<file path="src/rtl/alu_result_fifo.sv">
// Capture FIFO for ALU results pushed and popped by synchronised, rising-edge-detected pin strobes.
// Latency: a pin rise becomes a one-cycle event SYNC_STAGES clocks later; the head is visible one clock after the event.
// Backpressure: none. A push while full is dropped and sets ovf; a pop while empty is ignored and sets udf (both sticky).
//
// Ports: clk, rst_n (async, active low), ena (gates strobe events), res_in/carry_in/zero_in (ALU sample),
//        push_pin/pop_pin (async strobes), dout/carry_out/zero_out (show-ahead head entry),
//        empty/full/count (occupancy), ovf/udf (sticky errors), stat_cnt (carry-push counter).
// Build option: define ALU_FIFO_STATS_EN to build the saturating carry-push counter; otherwise stat_cnt is 0.
module alu_result_fifo #(
    parameter int DEPTH       = 4,
    parameter int DW          = 8,
    parameter int SYNC_STAGES = 2
) (
    input  logic                       clk,
    input  logic                       rst_n,
    input  logic                       ena,
    input  logic [DW-1:0]              res_in,
    input  logic                       carry_in,
    input  logic                       zero_in,
    input  logic                       push_pin,
    input  logic                       pop_pin,
    output logic [DW-1:0]              dout,
    output logic                       carry_out,
    output logic                       zero_out,
    output logic                       empty,
    output logic                       full,
    output logic [$clog2(DEPTH):0]     count,
    output logic                       ovf,
    output logic                       udf,
    output logic [7:0]                 stat_cnt
);
    localparam int AW = $clog2(DEPTH);
    localparam int CW = AW + 1;
    localparam int EW = DW + 2;

    // Strobe synchronisers plus one history flop each for edge detection
    logic [SYNC_STAGES-1:0] push_sync, pop_sync;
    logic                   push_hist, pop_hist;
    logic                   push_ev, pop_ev;

    logic [EW-1:0]  mem [DEPTH];
    logic [AW-1:0]  wr_ptr, rd_ptr, rd_ptr_nxt;
    logic [CW-1:0]  count_q, count_nxt;
    logic           empty_q, full_q;
    logic [EW-1:0]  head_q;
    logic [EW-1:0]  wr_dat;
    logic           do_push, do_pop;

    always_ff @(posedge clk or negedge rst_n) begin
        if (!rst_n) begin
            push_sync <= '0;
            pop_sync  <= '0;
            push_hist <= 1'b0;
            pop_hist  <= 1'b0;
        end else begin
            push_sync <= {push_sync[SYNC_STAGES-2:0], push_pin};
            pop_sync  <= {pop_sync[SYNC_STAGES-2:0], pop_pin};
            push_hist <= push_sync[SYNC_STAGES-1];
            pop_hist  <= pop_sync[SYNC_STAGES-1];
        end
    end

    // Synchronisers keep running while ena is low so no stale edge appears when it returns
    assign push_ev = ena & push_sync[SYNC_STAGES-1] & ~push_hist;
    assign pop_ev  = ena & pop_sync[SYNC_STAGES-1]  & ~pop_hist;

    // A push into a full FIFO still succeeds when a pop frees the head in the same cycle;
    // a pop into an empty FIFO never succeeds, even alongside a push.
    assign do_push = push_ev & (~full_q | pop_ev);
    assign do_pop  = pop_ev & ~empty_q;
    assign wr_dat  = {res_in, carry_in, zero_in};

    always_comb begin
        rd_ptr_nxt = rd_ptr;
        count_nxt  = count_q;
        if (do_pop) rd_ptr_nxt = rd_ptr + AW'(1);
        case ({do_push, do_pop})
            2'b10:   count_nxt = count_q + CW'(1);
            2'b01:   count_nxt = count_q - CW'(1);
            default: count_nxt = count_q;
        endcase
    end

    always_ff @(posedge clk) begin
        if (do_push) mem[wr_ptr] <= wr_dat;
    end

    always_ff @(posedge clk or negedge rst_n) begin
        if (!rst_n) begin
            wr_ptr  <= '0;
            rd_ptr  <= '0;
            count_q <= '0;
            empty_q <= 1'b1;
            full_q  <= 1'b0;
            head_q  <= '0;
            ovf     <= 1'b0;
            udf     <= 1'b0;
        end else begin
            if (do_push) wr_ptr <= wr_ptr + AW'(1);
            rd_ptr  <= rd_ptr_nxt;
            count_q <= count_nxt;
            empty_q <= (count_nxt == '0);
            full_q  <= (count_nxt == CW'(DEPTH));
            // Show-ahead head: bypass the write data when it lands at the new head slot,
            // because the array does not hold it until after this edge. Hold when going empty.
            if (count_nxt != '0) begin
                if (do_push && (wr_ptr == rd_ptr_nxt)) head_q <= wr_dat;
                else                                   head_q <= mem[rd_ptr_nxt];
            end
            if (push_ev && full_q && !pop_ev) ovf <= 1'b1;
            if (pop_ev && empty_q)            udf <= 1'b1;
        end
    end

`ifdef ALU_FIFO_STATS_EN
    logic [7:0] stat_q;
    always_ff @(posedge clk or negedge rst_n) begin
        if (!rst_n)                                        stat_q <= 8'h00;
        else if (do_push && carry_in && stat_q != 8'hFF)   stat_q <= stat_q + 8'd1;
    end
    assign stat_cnt = stat_q;
`else
    assign stat_cnt = 8'h00;
`endif

    assign dout      = head_q[EW-1:2];
    assign carry_out = head_q[1];
    assign zero_out  = head_q[0];
    assign empty     = empty_q;
    assign full      = full_q;
    assign count     = count_q;

endmodule

</file>
<file path="config.mk">
export PLATFORM = sky130hd
export DESIGN_NAME = alu_result_fifo
export DESIGN_NICKNAME = d
export VERILOG_FILES = /design/src/rtl/alu_result_fifo.sv
export SDC_FILE = /design/constraint.sdc
export NUM_CORES = 1
export LEC_CHECK = 0
export BUFFER_PORTS_ARGS = -buffer_cell sky130_fd_sc_hd__clkbuf_2
export CAP_MARGIN = 10
export CORE_UTILIZATION = 62
export CTS_CLUSTER_SIZE = 25
export DETAILED_ROUTE_END_ITERATION = 10
export PLACE_DENSITY = 0.92
export SLEW_MARGIN = 5
export SYNTH_ARGS = -nofsm -noshare
export SYNTH_HDL_FRONTEND = slang
export SYNTH_SLANG_ARGS = --single-unit
</file>
<file path="constraint.sdc">
create_clock -name clk -period 7.1 [get_ports clk]
set_clock_uncertainty 0.05 [all_clocks]
set_input_delay 0.355 -clock clk [delete_from_list [all_inputs] [get_ports clk]]
set_output_delay 0.355 -clock clk [all_outputs]
set_load 0.02 [all_outputs]
</file>
==> impl_metrics.tcl, run 1 <==
set metrics [dict create \
    cts_buffer_depth 2 \
    synth_area_per_cell_um2 12.1 \
    ir_worst_vdd_mv 0.254 \
    critPathKind "flip-flop to flip-flop" \
    critical_path.max_stage_delay_ns 0.65 \
    die_h_um 72.9 \
    tns_ns 0 \
    cts_hold_buf 0 \
    cp.required_ns 7.31 \
    nets 303 \
    dieArea_mm2 0.00531 \
    grtUsageTotal_pct 24.8 \
    dpl.hpwl_um 3740 \
    async_flop_share_pct 40.3 \
    arrival_ns 3.54 \
    powerDensity_mw_per_mm2 398 \
    min_period_over_period_pct 46.9 \
    rsz0062_at_grt "false" \
    die_w_um 72.9 \
    antenna_found_initial 0 \
    layout_min_cycle_time_ns 3.33 \
    p_leak_nw 1.27 \
    yosysTopAreaCellShare_pct 38.6 \
    start_util_pct 65.0 \
    swShare_pct 36.9 \
    drc 0 \
    antenna_cells_inserted 0 \
    port_buffers 31 \
    status "completed" \
    r2r_slack_ns 3.77 \
    routed_wl_um 5880 \
    seqPwrFrac_pct 43.6 \
    synth.distinct_cells 37 \
    tritoncts "yes" \
    crit_top_cell "a31oi_1" \
    wl_per_cell_um 16.6 \
    clk_pin_slew_ns 0.07 \
    vias 2072 \
    hold_class "input port to async pin" \
    yosysTopAreaCell "edfxtp_1" \
    slowest_stage "nand2b_1" \
    worst_pin_slew_ns 1.27 \
    drt_iter0_markers 216 \
    cp-end-kind "flip-flop" \
    grt_overflow 0 \
    final_common_cell "edfxtp_1" \
    final_cell_mix "edfxtp_1 (40), clkbuf_2 (31), dfrtp_1 (26)" \
    clk_latency_ns 0.34 \
    cp_max_fo 25 \
    synth_warnings 0 \
    ctsResizeCount 0 \
    maxCapViolations 0 \
    firstDrtPassIters 4 \
    grt_pass1_vias 1883 \
    hold_slack_ns 0.00210 \
    power_mw 1.36 \
    drv_slew 0 \
    ant_nets 0 \
    pwr-share-clk_pct 22.4 \
    post_cts_buffers 0 \
    cts-root-buf "clkbuf_8" \
    cts_max_level 3 \
    pin_count 40 \
    p_int_uw 861 \
    core.rowCount 25 \
    synthCells 258 \
    comb_power_share_pct 34.1 \
    clock-sinks 67 \
    grt_pass1_wl_um 9220 \
    cp-start-kind "flip-flop" \
    slew_headroom_pct 15.3 \
    ys_seq_elements 67 \
    setup_violations 0 \
    seq_area_frac_synth_pct 60.3 \
    fmax_mhz 300 \
    syn_area_mm2 0.00311 \
    area_delta_synth_final_pct 10.1 \
    vias_per_cell 5.85 \
    power_switching_uw 503 \
    numCtsBuffers 9 \
    synth.area.top_cells "edfxtp_1 (39%), dfrtp_1 (21%), mux2_2 (3.6%)" \
    core_region_area_mm2 0.00479 \
    synth_edf_count 40 \
    drive_gt1_share_pct 22.3 \
    synthFlopType "edfxtp_1" \
    worstPathCellList "nand4bb_1, buf_4, clkinv_4, ha_1, inv_1, fa_1, nor3b_1, a31oi_1, nand2b_1, nor2_1, a31oi_1" \
    routabilityCongestion 0.802 \
    grt_max_degree 46 \
    hold_violations 0 \
]
==> routing by layer <==
layer	vias to the layer above	GRT usage, %	routed length (um)
li1	980	-	-
met1	1004	29.8	2480
met2	71	39.6	2960
met3	17	7.87	276
met4	0	14.6	167
met5	-	0	0
==> worst paths after layout <==
path,start,to,depth (start not counted)
setup / recovery,empty$_DFF_PN1_,head_q[9]$_DFFE_PN0P_,11
hold / removal,rst_n,count[1]$_DFF_PN0_,1
setup reg to reg,empty$_DFF_PN1_,head_q[9]$_DFFE_PN0P_,11
hold reg to reg,pop_sync[0]$_DFF_PN0_,pop_sync[1]$_DFF_PN0_,0
max in group asynchronous,rst_n,head_q[4]$_DFFE_PN0P_,1
min in group clk,pop_pin,pop_sync[0]$_DFF_PN0_,1
==> cells by family (layout without fill, tap and decap cells) <==
| group | count (synthesis) | after routing | share of synthesized area, % |
|---|---|---|---|
| adder cells (fa/ha/maj) | 6 | 6 | 2.65 |
| multiplexers | 10 | 10 | 3.62 |
| flip-flops | 67 | 67 | 60.3 |
| AO/OA/AOI/OAI | 59 | 59 | 12.4 |
| other | 1 | 8 | 0.120 |
| AND/OR/NAND/NOR | 73 | 73 | 12.7 |
| buffers and inverters | 35 | 57 | 5.95 |
| XOR/XNOR | 7 | 7 | 2.21 |
==> through the flow <==
| stage | std cells | util [%] | setup slack (ns) | cell area (um^2) |
|---|---|---|---|---|
| after floorplan | 265 | - | 4.30 | 3140 |
| after detailed placement | 338 | 67.7 | 3.81 | 3240 |
| after global routing | 354 | 71.6 | 3.50 | 3430 |
| after CTS | 354 | 71.6 | 3.79 | 3430 |
| after global placement | 338 | 67.7 | 3.92 | 3240 |
| final | 354 | 71.6 | 3.77 | 3430 |
==> flip-flops by register name, summed over array words and instances, names as in the netlist <==
signal and count:
mem 40, head_q 10, count 3, pop_sync 2, push_sync 2, rd_ptr 2, wr_ptr 2, empty 1
full 1, ovf 1, pop_hist 1, push_hist 1, udf 1
==> worst max-delay path, delay by kind of cell, from the launching register on <==
kind / cells / cell delay, ns
adder cells (fa/ha/maj): 2 / 0.68
flip-flops: 1 / 0.54
AO/OA/AOI/OAI: 2 / 0.33
buffers and inverters: 3 / 0.62
AND/OR/NAND/NOR: 4 / 1.01
==> cell usage after synthesis, drive strengths merged (9+ instances only) <==
library cell,instances
edfxtp,40
dfrtp,26
o21ai,23
buf,17
nand2,16
nor2,14
a31oi,11
nor3,11
nor3b,11
mux2,10
nand3,10
o221ai,10
o22ai,10
clkbuf,9
==> power groups by stage <==
stage                     registers (mW)  clock network, mW  logic [mW]
after global placement             0.595                  0       0.443
final                              0.595              0.305       0.465
after global routing               0.605              0.329       0.513
after detailed placement           0.602                  0       0.465
after floorplan                    0.599                  0       0.353
after CTS                          0.594              0.309       0.467
==> area by class of cell <==
type | instances | area (um^2)
well taps | 67 | 83.8
multi-input cells | 163 | 1080
repair buffers | 32 | 163
clock buffers | 13 | 149
inverters | 9 | 38.8
fillers | 352 | 1360
flip-flops and latches | 67 | 1880
clock inverters | 3 | 40.0
Power figures use the tool's default switching activity.
==> run 2, diff against run 1 <==
--- a/config.mk
+++ b/config.mk
@@ -7,10 +7,10 @@
 export LEC_CHECK = 0
 export BUFFER_PORTS_ARGS = -buffer_cell sky130_fd_sc_hd__clkbuf_2
 export CAP_MARGIN = 10
-export CORE_UTILIZATION = 62
+export CORE_UTILIZATION = 57
 export CTS_CLUSTER_SIZE = 25
 export DETAILED_ROUTE_END_ITERATION = 10
-export PLACE_DENSITY = 0.92
+export PLACE_DENSITY = 0.86
 export SLEW_MARGIN = 5
 export SYNTH_ARGS = -nofsm -noshare
 export SYNTH_HDL_FRONTEND = slang
==> constraint.sdc (replaced) <==
create_clock -name clk -period 3.45 [get_ports clk]
set_clock_uncertainty 0.05 [all_clocks]
set_input_delay 0.1725 -clock clk [delete_from_list [all_inputs] [get_ports clk]]
set_output_delay 0.1725 -clock clk [all_outputs]
set_load 0.02 [all_outputs]
==> impl_metrics.tcl, run 2 (synthesis gave the netlist of run 1 again) <==
set metrics [dict create \
    hold_slack_ns 0.0188 \
    layout_min_cycle_time_ns 2.94 \
    fmax_mhz 340 \
    cp-end-kind "flip-flop" \
    fin_area_mm2 0.00353 \
    r2r-end "head_q[5]$_DFFE_PN0P_" \
    wl_met1_um 2710 \
    dieArea_mm2 0.00576 \
    cts_buffer_depth 2 \
    vias 2120 \
    r2r-start "pop_sync[1]$_DFF_PN0_" \
    powerDensity_mw_per_mm2 795 \
    grt_overflow 0 \
    largest_reg_flops 40 \
    dpl.hpwl_um 3660 \
    fillers 375 \
    core_region_area_mm2 0.00517 \
    slew_headroom_pct 56.3 \
    grtUsageTotal_pct 22.8 \
    post-place-cells 344 \
    cts_max_level 3 \
    wl_per_cell_um 16.3 \
    post_cts_buffers 0 \
    worst_pin_slew_ns 0.656 \
    start_util_pct 60.2 \
    maxCapViolations 0 \
    grt_max_degree 43 \
    cts-root-buf "clkbuf_8" \
    area_delta_synth_final_pct 13.5 \
    clk_latency_ns 0.36 \
    critical_path.max_stage_delay_ns 0.43 \
    cp-startpoint "pop_sync[1]$_DFF_PN0_" \
    rsz0062_at_grt "false" \
    arrival_ns 3.17 \
    cp.required_ns 3.68 \
    cp-start-kind "flip-flop" \
    final_cell_mix "edfxtp_1 (40), clkbuf_2 (31), dfrtp_1 (26)" \
    status "completed" \
    drc 0 \
    pin_count 40 \
    firstDrtPassIters 6 \
    critPathKind "flip-flop to flip-flop" \
    worstPathCellList "or2b_1, a21oi_2, inv_1, ha_1, inv_1, fa_1, nor3b_1, a31oi_1, nand2b_1, buf_4, nor2_1, a31oi_1" \
    clock-sinks 67 \
    worstRegToRegCells 12 \
    ctsResizeCount 0 \
    dr.max_layer_used "met4" \
    ant_nets 0 \
    grt_pass1_wl_um 9840 \
    cts_hold_buf 9 \
    die_w_um 75.9 \
    numCtsBuffers 9 \
    clk_pin_slew_ns 0.07 \
    tritoncts "yes" \
    slowest_stage "fa_1" \
    antenna_cells_inserted 0 \
    port_buffers 31 \
    final_common_cell "edfxtp_1" \
    core.rowCount 26 \
    min_period_over_period_pct 85.1 \
    vias_per_cell 5.75 \
    routed_wl_um 6010 \
    drv_slew 0 \
    hold_violations 0 \
    nets 315 \
    cp_max_fo 21 \
    die_h_um 75.9 \
    hold_class "input port to flip-flop" \
    drive_gt1_share_pct 23.4 \
    tns_ns 0 \
    antenna_found_initial 0 \
    stdcell_count 369 \
    r2r_slack_ns 0.51 \
    top_register "mem" \
    setup_violations 0 \
    routabilityCongestion 0.818 \
    grt_pass1_vias 1980 \
    ir_worst_vdd_mv 0.553 \
    dr_wl_met3_um 448 \
    drt_iter0_markers 143 \
    p_leak_nw 1.31 \
    critPathCapture "head_q[5]$_DFFE_PN0P_" \
    dr_wl_met2_um 2730 \
    place_area_mm2 0.00327 \
    min-delay-start "res_in[0]" \
]
## run 2: changes by cell type in the layout (fill, tap and decap cells not counted), sizes merged
| cell | before | now |
|---|---|---|
| clkinv | 3 | 4 |
| dlygate4sd3 | 0 | 9 |
| bufinv | 1 | 0 |
| clkinvlp | 0 | 2 |
| clkbuf | 44 | 41 |
| buf | 1 | 4 |
| inv | 8 | 9 |
## run 2: worst min-delay path by stage
stage | end | slack (ns) | cells after the start
final | mem[1][2]$_DFFE_PP_ | 0.02 | 1
after global routing | mem[1][0]$_DFFE_PP_ | 0.0006 | 1
after CTS | mem[1][0]$_DFFE_PP_ | 0.001 | 1
after detailed placement | push_sync[1]$_DFF_PN0_ | 0.18 | 1
after global placement | push_sync[1]$_DFF_PN0_ | 0.18 | 1
after floorplan | count[0]$_DFF_PN0_ | -0.17 | 0
## run 2: cell type report
| class | instances | area, um^2 | area share (%) |
|---|---|---|---|
| Clock buffer | 10 | 138 | 3.90 |
| Clock inverter | 6 | 40.0 | 1.13 |
| Inverter | 9 | 38.8 | 1.10 |
| Multi-Input combinational cell | 163 | 1080 | 30.5 |
| Sequential cell | 67 | 1880 | 53.2 |
| Tap cell | 70 | 87.6 | 2.48 |
| Timing Repair Buffer | 44 | 275 | 7.79 |
## run 2: stage by stage
step	utilization [%]	setup WS [ns]	power, mW
after CTS	68.3	0.494	2.81
after detailed placement	63.1	0.492	2.23
final	68.3	0.513	2.81
after global routing	68.3	0.265	2.97
after floorplan	-	0.652	1.96
after global placement	63.1	0.659	2.18
## run 2: where the power goes
| part | internal, mW | switching [mW] | total (mW) |
|---|---|---|---|
| Clock | 0.278 | 0.300 | 0.579 |
| Sequential | 1.02 | 0.133 | 1.15 |
| Combinational | 0.432 | 0.649 | 1.08 |
## run 2: per-layer routing
| layer | global-route usage (%) | vias to the layer above |
|---|---|---|
| met5 | 0 | - |
| met4 | 11.3 | 0 |
| met3 | 6.51 | 11 |
| met2 | 33.4 | 97 |
| met1 | 31.3 | 1011 |
| li1 | - | 1001 |
## run 2: critical path, delay by kind of cell (launching register included)
family	cells	cell delay [ns]
AOI/OAI and AO/OA	3	0.73
adders and majority gates	2	0.66
DFF	1	0.38
buffers and inverters	3	0.40
and+or+nand+nor	4	0.63
